## src/rtl/vm1_tve_pkg.sv

```systemverilog
// rtl/vm1_tve_pkg.sv - shared types and defaults for the VM1 timer bus controller
package vm1_tve_pkg;

  typedef enum logic [2:0] {
    ST_IDLE,
    ST_ADDR,
    ST_RD,
    ST_WR,
    ST_WAIT,
    ST_REPLY,
    ST_IAK,
    ST_REL
  } tve_state_e;

  typedef enum logic [1:0] {
    HIT_NONE,
    HIT_LIM,
    HIT_CNT,
    HIT_CSR
  } tve_hit_e;

  localparam logic [15:0] TVE_BASE_ADR    = 16'o177706;
  localparam logic [15:0] TVE_VECTOR      = 16'o000270;
  localparam int unsigned TVE_WAIT_STATES = 1;

endpackage

```

## src/rtl/vm1_tve_dec.sv

```systemverilog
// rtl/vm1_tve_dec.sv - timer register address decode and byte-lane qualifier
module vm1_tve_dec
  import vm1_tve_pkg::*;
#(
  parameter logic [15:0] BASE_ADR = TVE_BASE_ADR
) (
  input  logic [15:1] adr_i,
  input  logic        lane_i,
  input  logic        wtbt_i,
  output tve_hit_e    hit_o,
  output logic        odd_byte_o
);

  localparam logic [15:0] LIM_ADR = BASE_ADR;
  localparam logic [15:0] CNT_ADR = BASE_ADR + 16'd2;
  localparam logic [15:0] CSR_ADR = BASE_ADR + 16'd4;

  // Word-address compare; bit 0 only selects the byte lane
  always_comb begin
    hit_o = HIT_NONE;
    if (adr_i == LIM_ADR[15:1]) begin
      hit_o = HIT_LIM;
    end else if (adr_i == CNT_ADR[15:1]) begin
      hit_o = HIT_CNT;
    end else if (adr_i == CSR_ADR[15:1]) begin
      hit_o = HIT_CSR;
    end
  end

  // Byte write aimed at the high (odd) byte of the word
  assign odd_byte_o = wtbt_i & lane_i;

endmodule

```

## src/rtl/vm1_tve_ctl.sv

```systemverilog
// rtl/vm1_tve_ctl.sv - VM1 timer bus-cycle controller and interrupt sequencer
module vm1_tve_ctl
  import vm1_tve_pkg::*;
#(
  parameter logic [15:0] BASE_ADR    = TVE_BASE_ADR,
  parameter logic [15:0] VECTOR      = TVE_VECTOR,
  parameter int unsigned WAIT_STATES = TVE_WAIT_STATES
) (
  input  logic        tve_clk,
  input  logic        tve_reset,
  input  logic        bus_sync,
  input  logic [15:0] bus_adr,
  input  logic        bus_din,
  input  logic        bus_dout,
  input  logic        bus_wtbt,
  input  logic        bus_iako,
  output logic        bus_rply,
  output logic [15:0] bus_vec,
  output logic        bus_irq,
  input  logic        tve_irq,
  output logic        tve_ack,
  output logic        tve_csr_oe,
  output logic        tve_cnt_oe,
  output logic        tve_lim_oe,
  output logic        tve_csr_wr,
  output logic        tve_lim_wr
);

  localparam logic [2:0] WAIT_LAST = (WAIT_STATES == 0) ? 3'd0 : 3'(WAIT_STATES - 1);

  logic       sync_q, iako_q, sync_arm_q, iako_arm_q;
  logic       sync_rise, iako_rise;
  tve_hit_e   hit_dec, hit_q;
  logic       lane_q, odd_byte;
  tve_state_e state_q, state_d;
  logic [2:0] wait_cnt_q, wait_cnt_d;
  logic       rd_q, iak_first_q;
  logic       oe_hold, iak_serve;

  logic        rply_q, rply_d, ack_q, ack_d, irq_q;
  logic [15:0] vec_q, vec_d;
  logic        lim_wr_q, lim_wr_d, csr_wr_q, csr_wr_d;
  logic        lim_oe_q, lim_oe_d, cnt_oe_q, cnt_oe_d, csr_oe_q, csr_oe_d;

  vm1_tve_dec #(.BASE_ADR(BASE_ADR)) u_dec (
    .adr_i      (bus_adr[15:1]),
    .lane_i     (lane_q),
    .wtbt_i     (bus_wtbt),
    .hit_o      (hit_dec),
    .odd_byte_o (odd_byte)
  );

  // A strobe must be seen low after reset before its rise counts
  assign sync_rise = bus_sync & ~sync_q & sync_arm_q;
  assign iako_rise = bus_iako & ~iako_q & iako_arm_q;

  // Edge detectors and their post-reset arming
  always_ff @(posedge tve_clk or posedge tve_reset) begin
    if (tve_reset) begin
      sync_q     <= 1'b0;
      iako_q     <= 1'b0;
      sync_arm_q <= 1'b0;
      iako_arm_q <= 1'b0;
    end else begin
      sync_q     <= bus_sync;
      iako_q     <= bus_iako;
      sync_arm_q <= sync_arm_q | ~bus_sync;
      iako_arm_q <= iako_arm_q | ~bus_iako;
    end
  end

  // Address latch: hit code and byte lane captured on the address strobe
  always_ff @(posedge tve_clk or posedge tve_reset) begin
    if (tve_reset) begin
      hit_q  <= HIT_NONE;
      lane_q <= 1'b0;
    end else if (sync_rise) begin
      hit_q  <= hit_dec;
      lane_q <= bus_adr[0];
    end
  end

  // State register, wait counter, read-cycle and IAK-entry flags
  always_ff @(posedge tve_clk or posedge tve_reset) begin
    if (tve_reset) begin
      state_q     <= ST_IDLE;
      wait_cnt_q  <= 3'd0;
      rd_q        <= 1'b0;
      iak_first_q <= 1'b0;
    end else begin
      state_q     <= state_d;
      wait_cnt_q  <= wait_cnt_d;
      if (state_q == ST_ADDR) begin
        rd_q <= bus_din;
      end
      iak_first_q <= (state_q != ST_IAK) && (state_d == ST_IAK);
    end
  end

  // Next state and next registered outputs; outputs lag the state by one cycle
  always_comb begin
    state_d    = state_q;
    wait_cnt_d = 3'd0;

    unique case (state_q)
      ST_IDLE: begin
        if (iako_rise && tve_irq) begin
          state_d = ST_IAK;
        end else if (sync_rise && (hit_dec != HIT_NONE)) begin
          state_d = ST_ADDR;
        end
      end
      ST_ADDR: begin
        if (!bus_sync) begin
          state_d = ST_IDLE;
        end else if (bus_din) begin
          state_d = ST_RD;
        end else if (bus_dout) begin
          state_d = ST_WR;
        end
      end
      ST_RD, ST_WR: begin
        state_d = (WAIT_STATES == 0) ? ST_REPLY : ST_WAIT;
      end
      ST_WAIT: begin
        if (wait_cnt_q == WAIT_LAST) begin
          state_d = ST_REPLY;
        end else begin
          wait_cnt_d = wait_cnt_q + 3'd1;
        end
      end
      ST_REPLY: begin
        if (!bus_din && !bus_dout) begin
          state_d = ST_REL;
        end
      end
      ST_REL: begin
        if (!bus_sync) begin
          state_d = ST_IDLE;
        end
      end
      ST_IAK: begin
        if ((iak_first_q && !tve_irq) || !bus_iako) begin
          state_d = ST_IDLE;
        end
      end
      default: state_d = ST_IDLE;
    endcase

    oe_hold   = rd_q && ((state_q == ST_RD) || (state_q == ST_WAIT) ||
                         (state_q == ST_REPLY) || (state_q == ST_REL)) &&
                !((state_q == ST_REL) && !bus_sync);
    iak_serve = (state_q == ST_IAK) && bus_iako && (!iak_first_q || tve_irq);

    lim_wr_d = (state_q == ST_WR) && (hit_q == HIT_LIM);
    csr_wr_d = (state_q == ST_WR) && (hit_q == HIT_CSR) && !odd_byte;
    lim_oe_d = oe_hold && (hit_q == HIT_LIM);
    cnt_oe_d = oe_hold && (hit_q == HIT_CNT);
    csr_oe_d = oe_hold && (hit_q == HIT_CSR);
    rply_d   = ((state_q == ST_REPLY) && (bus_din || bus_dout)) || iak_serve;
    vec_d    = iak_serve ? VECTOR : 16'd0;
    ack_d    = (state_q == ST_IAK) && iak_first_q && tve_irq;
  end

  // Output registers; reset clears them immediately
  always_ff @(posedge tve_clk or posedge tve_reset) begin
    if (tve_reset) begin
      rply_q   <= 1'b0;
      vec_q    <= 16'd0;
      ack_q    <= 1'b0;
      irq_q    <= 1'b0;
      lim_wr_q <= 1'b0;
      csr_wr_q <= 1'b0;
      lim_oe_q <= 1'b0;
      cnt_oe_q <= 1'b0;
      csr_oe_q <= 1'b0;
    end else begin
      rply_q   <= rply_d;
      vec_q    <= vec_d;
      ack_q    <= ack_d;
      irq_q    <= tve_irq;
      lim_wr_q <= lim_wr_d;
      csr_wr_q <= csr_wr_d;
      lim_oe_q <= lim_oe_d;
      cnt_oe_q <= cnt_oe_d;
      csr_oe_q <= csr_oe_d;
    end
  end

  assign bus_rply   = rply_q;
  assign bus_vec    = vec_q;
  assign bus_irq    = irq_q;
  assign tve_ack    = ack_q;
  assign tve_lim_wr = lim_wr_q;
  assign tve_csr_wr = csr_wr_q;
  assign tve_lim_oe = lim_oe_q;
  assign tve_cnt_oe = cnt_oe_q;
  assign tve_csr_oe = csr_oe_q;

endmodule

```

## config.mk

```make
export PLATFORM = sky130hd
export DESIGN_NAME = vm1_tve_ctl
export DESIGN_NICKNAME = d
export VERILOG_FILES = /design/src/rtl/vm1_tve_pkg.sv /design/src/rtl/vm1_tve_dec.sv /design/src/rtl/vm1_tve_ctl.sv
export SDC_FILE = /design/constraint.sdc
export NUM_CORES = 1
export LEC_CHECK = 0
export ABC_AREA = 1
export CAP_MARGIN = 30
export CORE_MARGIN = 5
export CORE_UTILIZATION = 39
export CTS_CLUSTER_SIZE = 24
export DETAILED_ROUTE_END_ITERATION = 7
export PLACE_DENSITY = 0.85
export SLEW_MARGIN = 20
export SYNTH_ARGS = -nofsm -noshare
export SYNTH_HDL_FRONTEND = slang
export SYNTH_SLANG_ARGS = --single-unit
```

## constraint.sdc

```tcl
create_clock -name tve_clk -period 1.03 [get_ports tve_clk]
set_input_delay 0.103 -clock tve_clk [delete_from_list [all_inputs] [get_ports tve_clk]]
set_output_delay 0.103 -clock tve_clk [all_outputs]
set_load 0.02 [all_outputs]
```

==> results of run 1 <==
cell families after synthesis:
family | count (synthesis) | synth area share (%)
buffers and inverters | 37 | 16.0
other | 1 | 0.306
DFF | 24 | 49.1
xor gates and xnor gates | 1 | 0.716
muxes | 1 | 0.920
AOI/OAI and AO/OA | 12 | 5.62
and+or+nand+nor | 69 | 25.4
adders and majority gates | 2 | 2.04
stage by stage:
step | total power [W] | hold slack (ns) | cell area (sq um)
floorplan | 0.00174 | 0.118 | 1260
global placement | 0.00212 | 0.442 | 1660
detailed placement | 0.00214 | 0.453 | 1660
CTS | 0.00268 | 0.104 | 1670
global route | 0.00309 | 0.0881 | 1790
finish | 0.00289 | 0.104 | 1790
final timing paths:
check	to	startpoint	cells past startpoint	slack, ns
max reg2reg	state_q[0]	state_q[0]	6	-0.17
max	state_q[0]	state_q[0]	6	-0.17
min in group tve_clk	iako_q	bus_iako	1	0.27
max in group asynchronous	state_q[0]	tve_reset	3	0.77
min	iako_q	tve_reset	3	0.10
min reg2reg	tve_csr_wr	lane_q	1	0.49
metal layers:
metal / wire (um) / global-route usage [%]
met5: 0 / 0
met4: 33 / 5.33
met3: 181 / 2.55
met2: 1340 / 17.0
met1: 1070 / 14.3
power by group through the flow:
stage	Combinational (W)	Sequential, W	Clock [W]
final	0.00121	0.00121	0.000476
after detailed placement	0.000971	0.00117	0
after global routing	0.00133	0.00122	0.000546
after CTS	0.00102	0.00117	0.000495
after floorplan	0.000561	0.00118	0
after global placement	0.000951	0.00116	0
layout make-up:
class	instances	area share, %
clock buffer	4	2.03
tap	44	3.08
timing repair buffer	49	24.2
inverter	22	4.91
sequential	24	33.9
multi-input combinational	97	31.8
repair_timing:
item / CTS / global route
gates resized for setup: 59 / 34
setup buffers: 0 / 2
pin swaps: 1 / 7
endpoints found under the setup margin: 26 / 21
worst max-delay path: cells and delay by family, from the launching register on:
family                 cells  cell delay [ns]
DFF                        1             0.48
buffers and inverters      1             0.15
and+or+nand+nor            5             0.46
cell usage after synthesis:
library cell	number
xnor2_1	1
or2_2	2
inv_2	2
o21ai_2	1
nor2_1	22
ha_1	2
buf_4	15
mux2_2	1
conb_1	1
nand2_2	2
inv_1	20
a211oi_1	1
nand4_1	3
nor2_2	1
o21ai_0	9
dfrtp_1	24
nor3_1	6
nand3_1	3
nand2_1	28
nor2_4	1
nor3_4	1
o211ai_1	1
==> results.cfg, run 1 <==
[final_layout]
post-route-util_pct = 59.0
fillers = 257
antennaDiodeCount = 0
instances_no_fill = 240
seq_area_sq_um = 606
syn2layout_area_growth_pct = 45.9
mostFrequentLayoutCell = nand2_1
nNetsFinal = 223
multi_input_area_sq_um = 568
drive_above_1_share_pct = 32.1
layout_common_cells = 26 x nand2_1, 23 x clkdlybuf4s50_1, 20 x dfrtp_1
largestRegisters = state_q x3, wait_cnt_q x3, hit_q x2

[route]
firstDrtPassIters = 4
routed_wl_mm = 2.63
drcViolationCount = 0
wire_per_inst_um = 11.0
drt_iter0_drc = 34
postRouteAntennaNets = 0
num_vias = 1041
routed_via_density = 4.34

[hold_path]
min_path_type = in2async

[synthesis]
syn_avg_cell_area_sq_um = 8.32
synth_top_area_share_pct = 49.1
yosysSeqAreaShare_pct = 49.1
yosys.area.top_type = dfrtp_1
yosysWarnings = 0
synth-seq-cells = 24
synthesis.area_sq_um = 1220
syn-instance-count = 147
yosys-top-cells-area = dfrtp_1 49%, buf_4 9.2%, nand2_1 8.6%
synth_cell_types = 22

[place]
gp_congestion = 0.828
io_buffers = 35
place_ws_ns = -0.322
place_hpwl_mm = 1.88
dpl.cell_count = 234

[timing]
skew_ns = 0.00802
slew_violations = 0
post-route-period-util_pct = 117
hold_viol = 0
setup_tns_ns = -0.626
fin_crit_ns = 1.20
fmax_mhz = 833
rsz0062_at_grt = yes
finalSetupViolCount = 10
finalWorstSetupSlack_ns = -0.171

[clock_tree]
cts_root_buffer = clkbuf_4
postCtsHoldBufs = 0
htreeDepth = 1
clk_pin_slew_ns = 0.13
clk_path_buf_depth = 2
cts.sinks = 24
clk_latency_ns = 0.31
cts_tree = built
cts-buffers-inserted = 3

[pwr]
p_leak_nw = 0.879
powerDensity_nw_per_um2 = 1620
irDropWorstVdd_uv = 581
p_sw_share_pct = 37.3
combPwrFrac_pct = 41.8
p_sw_w = 0.00108
p_int_w = 0.00181
seq_power_share_pct = 41.8
pwr-share-clk_pct = 16.5

[outcome]
status = finished, violations left
violations = negative setup slack

[die]
fp.dieH_um = 66.0
die_x_um = 66.0
start_util_pct = 40.4
dieArea_sq_um = 4360
core_region_area_sq_um = 3030
fp-row-count = 20
num_io_pins = 48

[grt]
antenna_found_initial = 0
grt_pass1_vias = 878
grt_max_degree = 25
grt_usage_pct = 11.0
grt_pass1_wl_mm = 3.68
overflow = 0

[worst_setup_path]
critPathMaxStageDelay_ns = 0.48
crit_type = reg2reg
cp-start-kind = register
path_max_fanout = 6
cp_slowest_cell = dfrtp_2
cp.arrival_ns = 1.40
crit_required_ns = 1.23
end_kind = register
crit_chain = inv_2, nor3_4, nor2_1, nand2_1, nor2_1, nand2_1

[run]
max_cap_viol_count = 0
Note: power is estimated with default switching activity, not from simulation.
==> run 2, diff against run 1 <==
--- a/config.mk
+++ b/config.mk
@@ -9,8 +9,8 @@
 export CAP_MARGIN = 30
 export CORE_MARGIN = 5
 export CORE_UTILIZATION = 39
-export CTS_CLUSTER_SIZE = 24
 export DETAILED_ROUTE_END_ITERATION = 7
+export HOLD_SLACK_MARGIN = 0.1
 export PLACE_DENSITY = 0.85
 export SLEW_MARGIN = 20
 export SYNTH_ARGS = -nofsm -noshare
==> run 2 against run 1 <==
The flow still finishes with violations (negative setup slack); clock power is essentially flat; global-route usage did not move; hold slack improved by 0.17 ns; sequential share of layout area decreased by 0.19 points; final area is 0.56% higher; combinational power is essentially flat; critical path depth stayed put; clock skew fell by 0.00065 ns; first-iteration DRC count rose by 32%; flip-flop and latch count did not move; critical path type unchanged; critical endpoint unchanged; highest routed layer unchanged.
==> results.cfg, run 2 (synthesis results as in run 1) <==
[place]
placed_area_sq_um = 1660
io_buffers = 35
place_hpwl_mm = 1.88
gp_congestion = 0.828
dpl.cell_count = 234

[die]
num_io_pins = 48
start_util_pct = 40.4
fp.dieH_um = 66.0
die_x_um = 66.0
dieArea_sq_um = 4360
core_region_area_sq_um = 3030
fp-row-count = 20

[grt]
overflow = 0
grt_pass1_vias = 878
grt_usage_pct = 11.0
antenna_found_initial = 0
grt_max_degree = 25
grt_pass1_wl_mm = 3.68

[clock_tree]
cts-buffers-inserted = 3
clk_pin_slew_ns = 0.12
clk_latency_ns = 0.31
clk_path_buf_depth = 2
cts_root_buffer = clkbuf_4
cts.sinks = 24
htreeDepth = 1
cts_tree = built

[worst_setup_path]
crit_type = reg2reg
path_max_fanout = 6
end_kind = register
rr_startpoint = state_q[0]
cp-start-kind = register
cp.arrival_ns = 1.41
setup.worst_path.start = state_q[0]
crit_required_ns = 1.23
r2r_slack_ns = -0.17

[final_layout]
nNetsFinal = 224
post-route-util_pct = 59.3
largestRegisters = state_q x3, wait_cnt_q x3, hit_q x2
layout_common_cells = 26 x nand2_1, 23 x clkdlybuf4s50_1, 20 x dfrtp_1
instances_no_fill = 241
final_area_sq_um = 1800
mostFrequentLayoutCell = nand2_1
syn2layout_area_growth_pct = 46.7
drive_above_1_share_pct = 32.0
antennaDiodeCount = 0

[timing]
finalWorstSetupSlack_ns = -0.173
rsz0062_at_grt = yes
setup_tns_ns = -0.636
fmax_mhz = 831
hold_viol = 0
finalSetupViolCount = 10
skew_ns = 0.00738
slew_violations = 0
fin_crit_ns = 1.20
post-route-period-util_pct = 117

[route]
num_vias = 1046
routed_via_density = 4.34
wire_per_inst_um = 10.8
postRouteAntennaNets = 0
drcViolationCount = 0
firstDrtPassIters = 4
routed_wl_mm = 2.61
drt_iter0_drc = 45

[outcome]
status = finished, violations left
violations = negative setup slack

[pwr]
p_leak_nw = 0.883
irDropWorstVdd_uv = 579
powerDensity_nw_per_um2 = 1620

[hold_path]
holdCritStartpoint = bus_iako
min_path_type = in2reg

[run]
max_cap_viol_count = 0
==> run 2: per-layer routing <==
layer	share of wire, %	GRT usage [%]	vias to the layer above
li1	-	-	531
met1	41	14.3	476
met2	52	17.0	33
met3	5.7	2.55	6
met4	1.7	5.33	0
met5	0	0	-
==> run 2: final timing paths <==
kind	to	cells past startpoint
max	state_q[0]	6
min	iako_q	1
min reg2reg	tve_csr_wr	1
min in group asynchronous	iako_q	4
max reg2reg	state_q[0]	6
max in group asynchronous	state_q[0]	4
==> run 2: per-stage QoR <==
step	hold WS [ns]	total power (W)	setup WS (ns)
global placement	0.442	0.00212	-0.282
detailed placement	0.453	0.00214	-0.322
floorplan	0.118	0.00174	-0.0313
finish	0.270	0.00290	-0.173
CTS	0.104	0.00268	-0.0996
global route	0.256	0.00310	-0.236
==> run 2: cell type report <==
type / instances / area (sq um)
clock buffer: 4 / 36.3
fill: 256 / 1230
inverter: 22 / 87.6
multi-input combinational: 97 / 568
sequential: 24 / 606
tap: 44 / 55.1
timing repair buffer: 50 / 443
==> run 2: where the power goes <==
part           internal [W]  leakage (nW)  switching [W]
logic              0.000542         0.561       0.000670
registers           0.00106         0.302       0.000149
clock network      0.000216        0.0210       0.000264
total               0.00182         0.883        0.00108
==> run 2: critical path: stages, from the launching register on <==
cell,delay (ns)
dfrtp_2,0.48
inv_2,0.15
nor3_4,0.07
nor2_1,0.11
nand2_1,0.07
nor2_1,0.14
nand2_1,0.07
==> run 2: repair_timing <==
| item | in CTS | in global routing |
|---|---|---|
| hold buffers | 0 | 1 |
| gates resized for setup | 59 | 34 |
| endpoints found under the hold margin | 0 | 11 |
| buffers inserted | 0 | 2 |
| setup endpoints to repair | 26 | 21 |
| pin swaps | 1 | 7 |
